==> config.mk <==
export PLATFORM = sky130hd
export DESIGN_NAME = pc_call_stack
export DESIGN_NICKNAME = d
export VERILOG_FILES = /design/src/rtl/pc_call_stack.sv
export SDC_FILE = /design/constraint.sdc
export NUM_CORES = 1
export LEC_CHECK = 0
export CORE_MARGIN = 3
export CORE_UTILIZATION = 59
export DETAILED_ROUTE_END_ITERATION = 10
export HOLD_SLACK_MARGIN = 0.06
export PLACE_DENSITY = 0.95
export SKIP_CTS_REPAIR_TIMING = 1
export SLEW_MARGIN = 20
export SYNTH_ARGS = -nofsm -noshare
export SYNTH_HDL_FRONTEND = slang
export SYNTH_SLANG_ARGS = --single-unit
==> constraint.sdc <==
create_clock -name clk -period 3.4 [get_ports clk]
set_input_delay 0.68 -clock clk [delete_from_list [all_inputs] [get_ports clk]]
set_output_delay 0.68 -clock clk [all_outputs]
set_load 0.02 [all_outputs]
==> src/rtl/pc_call_stack.sv <==
// -----------------------------------------------------------------------------
// pc_call_stack
//   Program counter for the RISC processor family. It supports increment,
//   absolute jump, PC-relative branch and a LIFO return-address stack for
//   CALL/RET. It drives the instruction-memory address and is steered by the
//   decode/control FSM. Exactly one action is taken per clock, chosen by
//   priority: clr > ret > call > ld > rel > inc > hold.
//
// Ports
//   clk            rising-edge clock
//   PC_clr_i       synchronous active-high reset (PC <= RESET_VEC, stack empty)
//   PC_inc_i       PC <= PC + 1
//   PC_ld_i        PC <= PC_ld_addr_i
//   PC_rel_i       PC <= PC + sign-extended PC_offset_i
//   PC_call_i      push PC + 1, PC <= PC_ld_addr_i
//   PC_ret_i       PC <= popped return address
//   PC_ld_addr_i   jump/call target
//   PC_offset_i    two's-complement branch offset
//   PC_addr_o      current PC (registered)
//   stk_count_o    number of entries on the return stack
//   stk_full_o     stack holds STK_DEPTH entries
//   stk_empty_o    stack holds no entries
//   stk_err_o      sticky overflow/underflow flag, cleared only by PC_clr_i
// -----------------------------------------------------------------------------
module pc_call_stack #(
  parameter int unsigned ADDR_W    = 8,
  parameter int unsigned OFF_W     = 6,
  parameter int unsigned STK_DEPTH = 4,
  parameter int unsigned RESET_VEC = 32'd0
) (
  input  logic                             clk,
  input  logic                             PC_clr_i,
  input  logic                             PC_inc_i,
  input  logic                             PC_ld_i,
  input  logic                             PC_rel_i,
  input  logic                             PC_call_i,
  input  logic                             PC_ret_i,
  input  logic [ADDR_W-1:0]                PC_ld_addr_i,
  input  logic [OFF_W-1:0]                 PC_offset_i,
  output logic [ADDR_W-1:0]                PC_addr_o,
  output logic [$clog2(STK_DEPTH+1)-1:0]   stk_count_o,
  output logic                             stk_full_o,
  output logic                             stk_empty_o,
  output logic                             stk_err_o
);

  localparam int unsigned CNT_W = $clog2(STK_DEPTH + 1);
  // A single-entry stack still needs a 1-bit index.
  localparam int unsigned IDX_W = (STK_DEPTH > 1) ? $clog2(STK_DEPTH) : 1;

  localparam logic [ADDR_W-1:0] PC_ONE    = ADDR_W'(1);
  localparam logic [ADDR_W-1:0] PC_RESET  = ADDR_W'(RESET_VEC);
  localparam logic [CNT_W-1:0]  CNT_ZERO  = CNT_W'(0);
  localparam logic [CNT_W-1:0]  CNT_ONE   = CNT_W'(1);
  localparam logic [CNT_W-1:0]  CNT_DEPTH = CNT_W'(STK_DEPTH);

  logic [ADDR_W-1:0] pc_q, pc_d;
  logic [CNT_W-1:0]  cnt_q, cnt_d;
  logic              full_q, full_d;
  logic              empty_q, empty_d;
  logic              err_q, err_d;

  logic [ADDR_W-1:0] stack_q [STK_DEPTH];

  logic [ADDR_W-1:0] pc_plus1_s;
  logic [ADDR_W-1:0] off_ext_s;
  logic [IDX_W-1:0]  push_idx_s;
  logic [IDX_W-1:0]  pop_idx_s;
  logic              push_en_s;

  // Sign-extend the offset to the PC width; the add then wraps mod 2^ADDR_W.
  assign off_ext_s  = ADDR_W'($signed(PC_offset_i));
  assign pc_plus1_s = pc_q + PC_ONE;
  // The push slot is the current count; it is only used when not full, so it
  // always fits in IDX_W bits. The pop slot is count-1 and is only used when
  // not empty.
  assign push_idx_s = cnt_q[IDX_W-1:0];
  assign pop_idx_s  = IDX_W'(cnt_q - CNT_ONE);

  // Next-state selection by control priority, with one action per cycle.
  always_comb begin
    pc_d      = pc_q;
    cnt_d     = cnt_q;
    err_d     = err_q;
    push_en_s = 1'b0;
    if (PC_clr_i) begin
      pc_d  = PC_RESET;
      cnt_d = CNT_ZERO;
      err_d = 1'b0;
    end else if (PC_ret_i) begin
      if (empty_q) begin
        err_d = 1'b1;
      end else begin
        pc_d  = stack_q[pop_idx_s];
        cnt_d = cnt_q - CNT_ONE;
      end
    end else if (PC_call_i) begin
      if (full_q) begin
        err_d = 1'b1;
      end else begin
        push_en_s = 1'b1;
        cnt_d     = cnt_q + CNT_ONE;
        pc_d      = PC_ld_addr_i;
      end
    end else if (PC_ld_i) begin
      pc_d = PC_ld_addr_i;
    end else if (PC_rel_i) begin
      pc_d = pc_q + off_ext_s;
    end else if (PC_inc_i) begin
      pc_d = pc_plus1_s;
    end else begin
      pc_d = pc_q;
    end
    full_d  = (cnt_d == CNT_DEPTH);
    empty_d = (cnt_d == CNT_ZERO);
  end

  // PC and stack bookkeeping registers; PC_clr_i is folded into the _d values.
  always_ff @(posedge clk) begin
    pc_q    <= pc_d;
    cnt_q   <= cnt_d;
    full_q  <= full_d;
    empty_q <= empty_d;
    err_q   <= err_d;
  end

  // Return-address storage; contents are not cleared by PC_clr_i.
  always_ff @(posedge clk) begin
    if (push_en_s) begin
      stack_q[push_idx_s] <= pc_plus1_s;
    end
  end

  assign PC_addr_o   = pc_q;
  assign stk_count_o = cnt_q;
  assign stk_full_o  = full_q;
  assign stk_empty_o = empty_q;
  assign stk_err_o   = err_q;

endmodule

==> results of run 1 <==
==> final timing paths <==
| path | startpoint | end |
|---|---|---|
| setup reg to reg | PC_addr_o[0] | PC_addr_o[6] |
| hold / removal | stk_err_o | stk_err_o |
| hold reg to reg | stk_err_o | stk_err_o |
| setup / recovery | PC_offset_i[0] | PC_addr_o[6] |
==> state kept, by name (all words and copies together) (netlist names) <==
register     cells
stk_count_o      3
stk_err_o        1
stk_full_o       1
PC_addr_o        8
stack_q         32
stk_empty_o      1
==> power by group through the flow <==
stage          sequential [uW]  combinational, uW  clock (uW)
2_1_floorplan              808                425           0
3_3_place_gp               765                686           0
3_5_place_dp               770                709           0
4_1_cts                    758                730         401
5_1_grt                    768                795         432
6_report                   761                736         398
==> worst reg2reg max path: stages (launching register included) <==
cell,delay (ns)
dfxtp_1,0.50
ha_1,0.25
inv_1,0.07
fa_1,0.40
nand2b_1,0.19
a21oi_1,0.24
o21ai_0,0.11
a2111oi_0,0.37
o22ai_1,0.14
==> final cells by class <==
type / instances / area (um^2)
Timing Repair Buffer: 39 / 378
Inverter: 10 / 37.5
Sequential cell: 46 / 1240
Fill cell: 260 / 1030
Clock buffer: 6 / 72.6
Tap cell: 50 / 62.6
Clock inverter: 2 / 33.8
Multi-Input combinational cell: 149 / 1180
==> placed cells by master (no fill, tap or decap), types with 6 or more instances in the layout <==
cell type / count
a211oi_1: 11
a21oi_1: 8
clkdlybuf4s50_1: 34
dfxtp_1: 14
edfxtp_1: 32
ha_1: 12
inv_1: 9
mux4_2: 8
nand2b_1: 6
nor2_1: 20
nor3_1: 6
o21ai_0: 12
xnor2_1: 6
==> per-stage QoR <==
stage	power, uW	area [um^2]	hold slack, ns	cells	utilization [%]
floorplan	1230	2500	0.555	214	-
global placement	1450	2900	0.457	294	71.9
detailed placement	1480	2900	0.496	294	71.9
CTS	1890	3000	0.516	302	74.5
global route	2000	3000	0.534	302	74.5
finish	1890	3000	0.518	302	74.5
==> routing by layer <==
layer	share of wire (%)	vias to the layer above	GRT usage, %
met1	41	935	32.4
met2	48	111	41.1
li1	-	901	-
met5	0	-	0
met3	8.4	18	4.12
met4	2.3	0	10.0
==> cells by family (layout without fill, tap and decap cells) <==
group,after synthesis,after routing,share of synthesized area [%]
buffers and inverters,19,57,3.20
AO/OA/AOI/OAI,55,55,15.9
flip-flops,46,46,49.7
multiplexers,11,11,8.51
AND/OR/NAND/NOR,61,61,12.8
adder cells (fa/ha/maj),13,13,6.81
XOR/XNOR,9,9,3.15
==> impl_results.md, run 1 <==
- Status: finished, final reports clean
- Setup slack after layout: 0.730 ns
- CP max FO: 3
- Mapped Cells: 214
- Detail Route Antenna Nets: 0
- CP Launch Type: input pin
- CP Buf/Inv Count: 2
- Flop and latch count out of synthesis: 46
- Via count: 1965
- Top-count cell post-synth: edfxtp_1
- P&R area growth vs syn: 20.2%
- DP HPWL: 3980 um
- Vias in the first global route: 1931
- Cell chain of the critical path: clkdlybuf4s50_1, ha_1, inv_1, fa_1, nand2b_1, a21oi_1, o21ai_0, a2111oi_0, o22ai_1
- Slew @ Worst Pin: 0.490 ns
- Die area: 5050 um^2
- Logic pwr share: 38.8%
- # DRC: 0
- Dominant synthesized flop cell: edfxtp_1
- Pint: 1240 uW
- Total I/O pin count: 35
- Worst R2R Setup Slack: 1.01 ns
- Register share of total power: 40.2%
- Max VDD drop: 0.382 mV
- Crit path kind: in2reg
- Leading area contributor after synthesis: edfxtp_1
- Synth cell types: 53
- Pwr/cell area: 631 nW/um^2
- Worst-path clk slew: 0.09 ns
- Leakage: 0.00105 uW
- Final Max Tran Viols: 0
- Via/cell ratio: 6.51
- Initial Utilization: 62.0%
- CTS tree: yes
- Dpl ws: 0.419 ns
- Switching power: 656 uW
- First-pass DRT Iterations: 5
- Layout cells sized above 1: 11.1%
- Largest net degree at the start of global routing: 17
- Tot GR Track Use: 24.7%
- Clock Latency Late Sink: 0.30 ns
- Worst path max stage delay: 0.46 ns
- Number of buffers created by CTS: 5
- Stages on worst setup path: 9
- Critical path arrival: 2.85 ns
- Post-synthesis average cell area: 11.7 um^2
- Total Neg Setup Slack: 0 ns
- Mapped cell area: 2500 um^2
- Synth Net Count: 248
- Global placement routability congestion: 0.874
- Die Ht: 71.1 um
- Clock Skews: 0.0117 ns
- Asr flop ratio synth: 0%
- Max Clock Freq: 0.375 GHz
- Top cells by area, synth: edfxtp_1 (38%), dfxtp_1 (11%), mux4_2 (7.2%)
- CP required: 3.58 ns
- Core Rows: 23
- R2R cell count: 8
- Hold Violations, Final: 0
- RSZ-0062 raised after global routing: no
- Routed wire per std cell: 19.5 um
- Seq/Total Area, Yosys: 49.7%
- H-tree depth: 2
- Final setup fails: 0
- Crit-path leading delay family: compound AO/OA/AOI/OAI gates
- # diodes: 0
- Post-synth EDFFs: 32
- Post-synth top cells: edfxtp_1 (32), nor2_1 (20), dfxtp_1 (14)
- Global route overflow: 0
- First-pass GRT wire length: 9580 um
- Max Root-Sink Buffers: 2
- Max-slew headroom: 67.1%
- Clk pwr share: 21.0%
- Hold depth: 2
- Hold crit path type: reg2reg
- Tmin final: 2.67 ns
- Max cap viols: 0
- Clock sinks: 46
- DRT iter0 DRCs: 274
- Initial antenna violation count: 0
- Core area: 4030 um^2
- Setup crit end kind: flop
- Sw frac: 34.6%
- Max stage delay cell, worst path: clkdlybuf4s50_1
- Clk root buf: clkbuf_8
- Final wirelength: 5870 um
- Nets: 285
- Period utilization: 78.5%
- Die width: 71.1 um
- Synthesis Warnings: 0
- Post-synth top area share: 38.5%
- Port buffer count: 34
Note: power is estimated with default switching activity, not from simulation.
==> run 2, diff against run 1 <==
Settings changed: CORE_UTILIZATION 59 to 49, PLACE_DENSITY 0.95 to 0.86.
Clock period 3.4 ns to 2.3 ns, I/O delays scaled along.
==> run 2 against run 1 <==
Against the previous run:
- sequential share of layout area shrank 3.5 points
- die area grew 19%
- total power up 53%
- cell area up 9.1%
- sequential power grew 46%
- setup slack worse by 0.62 ns
- worst hold slack worse by 0.032 ns
- utilization is 6.5 points lower
- non-clock buffer count up 23
==> impl_results.md, run 2 (same netlist as run 1, synthesis figures left out) <==
- Core area: 4820 um^2
- Worst-path clk slew: 0.09 ns
- Hold_sp: stk_err_o
- Clk root buf: clkbuf_8
- FF+latch area: 1240 um^2
- Crit-path leading delay family: compound AO/OA/AOI/OAI gates
- DP Area: 3140 um^2
- Largest net degree at the start of global routing: 15
- Die width: 77.4 um
- CP Launch Type: input pin
- Max Root-Sink Buffers: 2
- Final setup fails: 0
- Max VDD drop: 0.584 mV
- Met2 WL: 2910 um
- Global route overflow: 0
- Period utilization: 95.3%
- CP required: 2.49 ns
- Max Clock Freq: 0.456 GHz
- Final Max Tran Viols: 0
- # diodes: 0
- Via/cell ratio: 5.81
- P&R area growth vs syn: 31.1%
- CP Buf/Inv Count: 2
- Cell chain of the critical path: clkdlybuf4s50_1, ha_1, inv_1, fa_2, nand2b_4, a21oi_2, o21ai_0, a2111oi_2, o22ai_1
- DRT iter0 DRCs: 180
- Max stage delay cell, worst path: clkdlybuf4s50_1
- WL met3: 318 um
- Layout cells sized above 1: 20.7%
- Clock Latency Late Sink: 0.30 ns
- Leakage: 0.00119 uW
- Hold path endpoint: stk_err_o
- Setup slack after layout: 0.108 ns
- Final instance area: 3280 um^2
- Critical path arrival: 2.38 ns
- Total I/O pin count: 35
- First-pass GRT wire length: 9580 um
- Sw frac: 34.1%
- Hold depth: 2
- Clock Skews: 0.0105 ns
- Top sig layer: met4
- Final Power: 2900 uW
- Final Util: 68.0%
- Die area: 5990 um^2
- Worst R2R Setup Slack: 0.28 ns
- Total Neg Setup Slack: 0 ns
- Register share of total power: 38.1%
- Status: finished, final reports clean
- Logic pwr share: 41.2%
- Final wirelength: 6010 um
- Worst r2r src: stk_count_o[1]
- WL met1: 2620 um
- Max reg flops: 32
- # DRC: 0
- Max-slew headroom: 62.6%
- Initial antenna violation count: 0
- Fill cells: 375
- Most frequent cells in the layout: clkdlybuf4s50_1 (34), edfxtp_1 (32), buf_4 (24)
- Switching power: 990 uW
- Tmin final: 2.19 ns
- Core Rows: 25
- Detail Route Antenna Nets: 0
- Global placement routability congestion: 0.886
- Hold crit path type: reg2reg
- Clock sinks: 46
- Pint: 1910 uW
- CP max FO: 2
- Routed wire per std cell: 17.6 um
- Vias in the first global route: 1932
- First-pass DRT Iterations: 4
- Multi-input logic area: 1200 um^2
- Initial Utilization: 51.9%
- Port buffer count: 34
- Via count: 1988
- H-tree depth: 2
- Nets: 308
- Die Ht: 77.4 um
- Clk pwr share: 20.7%
- CTS tree: yes
- DP HPWL: 4530 um
- R2R Path End: PC_addr_o[2]
- Worst path max stage delay: 0.47 ns
- Register bank with the most flops: stack_q
- Max cap viols: 0
- Number of buffers created by CTS: 5
- Crit path kind: in2reg
- R2R cell count: 5
- Hold Violations, Final: 0
- Most common cell after layout, fill and taps aside: clkdlybuf4s50_1
- Tot GR Track Use: 20.8%
- Pwr/cell area: 886 nW/um^2
- Slew @ Worst Pin: 0.556 ns
- Dpl ws: -0.369 ns
- Setup crit end kind: flop
[run 2: cell count changes in the layout (fill, tap and decap cells not counted), sizes merged]
cell,delta
clkinv,-1
buf,+23
clkinvlp,+1
[run 2: routing by layer]
metal  GRT usage (%)  up-vias
li1                -      938
met1            27.2      960
met2            33.2       76
met3            3.36       14
met4            11.4        0
met5               0        -
[run 2: how the worst max path moves through the flow]
stage	from	endpoint	slack [ns]	cells after the start
2_1_floorplan	stk_count_o[0]	PC_addr_o[0]	0.03	7
3_3_place_gp	PC_offset_i[0]	PC_addr_o[6]	-0.26	9
3_5_place_dp	PC_offset_i[0]	PC_addr_o[6]	-0.37	9
4_1_cts	PC_offset_i[0]	PC_addr_o[6]	-0.04	9
5_1_grt	PC_offset_i[0]	PC_addr_o[6]	-0.04	9
6_report	PC_offset_i[0]	PC_addr_o[6]	0.11	9
[run 2: area by class of cell]
class,count,share of cell area [%]
Sequential cell,46,37.9
Multi-Input combinational cell,149,36.7
Timing Repair Buffer,62,18.3
Tap cell,67,2.56
Clock buffer,6,2.21
Clock inverter,2,1.15
Inverter,10,1.15
[run 2: power by group through the flow]
stage | Clock, uW | Sequential (uW) | Combinational, uW
global placement | 0 | 1110 | 1130
CTS | 610 | 1100 | 1180
finish | 600 | 1110 | 1200
detailed placement | 0 | 1120 | 1170
global route | 644 | 1120 | 1290
floorplan | 0 | 1190 | 628
[run 2: per-stage QoR]
step | hold WS, ns | instances
finish | 0.486 | 342
global route | 0.549 | 342
CTS | 0.490 | 342
detailed placement | 0.462 | 334
global placement | 0.452 | 334
floorplan | 0.554 | 214
[run 2: worst min-delay path, cell delays in order, from the launching register on]
cell,delay (ns)
dfxtp_1,0.34
nor2_1,0.05
nor2_1,0.07
==> run 3, diff against run 2 <==
--- a/config.mk
+++ b/config.mk
@@ -9,2 +9,3 @@
 export CORE_UTILIZATION = 49
+export CTS_CLUSTER_SIZE = 8
 export DETAILED_ROUTE_END_ITERATION = 10
--- a/constraint.sdc
+++ b/constraint.sdc
@@ -3,2 +3,2 @@
 set_output_delay 0.46 -clock clk [all_outputs]
-set_load 0.02 [all_outputs]
+set_load 0.05 [all_outputs]
==> run 3 against run 2 <==
Against the previous run:
- clock skew increased by 0.0018 ns
- clock power increased by 1%
- cell count decreased by 1.5%
- setup slack got worse by 0.043 ns
- first-iteration DRC count decreased by 10%
- critical path type unchanged
==> impl_results.md, run 3 (same netlist as run 1, synthesis figures left out) <==
- Layout cells sized above 1: 19.6%
- # DRC: 0
- Die Ht: 77.4 um
- Detail Route Antenna Nets: 0
- Worst-path clk slew: 0.10 ns
- Vias in the first global route: 1929
- Routed wire per std cell: 17.3 um
- Tmin final: 2.24 ns
- R2R cell count: 6
- CP max FO: 2
- Tot GR Track Use: 20.2%
- Hold crit path type: reg2reg
- Met3 GRT Util: 4.41%
- Core Rows: 25
- Via count: 1937
- Worst r2r src: stk_count_o[1]
- Register bank with the most flops: stack_q
- Setup crit end kind: flop
- R2R Path End: stk_full_o
- Worst setup path endpoint: PC_addr_o[6]
- DP Area: 3110 um^2
- Final setup fails: 0
- # diodes: 0
- Hold Violations, Final: 0
- Max VDD drop: 0.524 mV
- Die width: 77.4 um
- Clk root buf: clkbuf_8
- Final wirelength: 5830 um
- Clock Skews: 0.0123 ns
- Global route overflow: 0
- Placed cells: 329
- Worst R2R Setup Slack: 0.21 ns
- Number of buffers created by CTS: 5
- CTS tree: yes
- DRT iter0 DRCs: 162
- Cell chain of the critical path: clkdlybuf4s50_1, ha_1, inv_1, fa_1, nand2b_1, a21oi_2, o21ai_1, a2111oi_2, o22ai_1
- First-pass DRT Iterations: 4
- Max stage delay cell, worst path: clkdlybuf4s50_1
- Stages on worst setup path: 9
- Most common cell after layout, fill and taps aside: clkdlybuf4s50_1
- Final Max Tran Viols: 0
- Largest net degree at the start of global routing: 18
- Global placement routability congestion: 0.947
- Die area: 5990 um^2
- Period utilization: 97.2%
- H-tree depth: 2
- Status: finished, final reports clean
- Crit path kind: in2reg
- CP required: 2.48 ns
- CP Launch Type: input pin
- Slew @ Worst Pin: 0.516 ns
- Core area: 4820 um^2
- Clock sinks: 46
- Port buffer count: 34
- Initial Utilization: 51.9%
- Dpl ws: -0.298 ns
- Hold depth: 2
- Initial antenna violation count: 0
- Setup slack after layout: 0.0646 ns
- DP HPWL: 4340 um
- Max reg flops: 32
- Crit-path leading delay family: compound AO/OA/AOI/OAI gates
- Most frequent cells in the layout: clkdlybuf4s50_1 (34), edfxtp_1 (32), nor2_1 (20)
- Critical path arrival: 2.42 ns
- P&R area growth vs syn: 29.2%
- Worst path max stage delay: 0.47 ns
- Max Clock Freq: 0.447 GHz
- Setup crit start: PC_offset_i[0]
- Max Root-Sink Buffers: 2
- Total I/O pin count: 35
- Leakage: 0.00116 uW
- GRT met2 Usage: 34.7%
- Nets: 303
- Final instance area: 3230 um^2
- Max-slew headroom: 65.4%
- CP Buf/Inv Count: 2
- Fill cells: 371
- Met1 Use GR: 25.3%
- Min Hold Slack: 0.473 ns
- First-pass GRT wire length: 9430 um
- Max cap viols: 0
- Pwr/cell area: 940 nW/um^2
- GRT busiest layer: met2
- Via/cell ratio: 5.75
- Clock Latency Late Sink: 0.30 ns
- Non-filler instance count after layout: 337
==> run 3: stage by stage <==
step	util (%)	setup TNS [ns]	total power, uW
global route	67.0	-0.0166	3190
global placement	64.5	-0.793	2380
finish	67.0	0	3040
CTS	66.8	0	3040
floorplan	-	0	1980
detailed placement	64.5	-0.992	2430
==> run 3: cell type report <==
| class | instances | area, um^2 | share of cell area (%) |
|---|---|---|---|
| clock buffer | 5 | 68.8 | 2.13 |
| clock inverter | 3 | 43.8 | 1.36 |
| inverter | 10 | 37.5 | 1.16 |
| multi-input combinational | 149 | 1190 | 36.8 |
| sequential | 46 | 1240 | 38.6 |
| tap | 67 | 83.8 | 2.60 |
| timing repair buffer | 57 | 563 | 17.4 |
==> run 3: worst min-delay path by stage <==
stage / startpoint / end
2_1_floorplan: PC_clr_i / stk_count_o[0]
3_5_place_dp: stk_err_o / stk_err_o
3_3_place_gp: stk_err_o / stk_err_o
5_1_grt: stk_err_o / stk_err_o
6_report: stk_err_o / stk_err_o
4_1_cts: stk_err_o / stk_err_o
==> run 3: where the power goes <==
group / leakage [uW] / internal, uW / switching, uW
Clock: 0.0000585 / 326 / 283
Sequential: 0.000409 / 1020 / 94.6
Combinational: 0.000694 / 552 / 760
==> run 3: layer usage <==
layer / routed length [um] / part of all wire (%)
met4: 82 / 1.4
met3: 274 / 4.7
met2: 2930 / 50
met1: 2550 / 44
met5: 0 / 0
==> run 3: worst min-delay path: cells and delay by family, from the launching register on <==
family | cells | cell delay (ns)
flip-flops | 1 | 0.34
AND/OR/NAND/NOR | 2 | 0.10
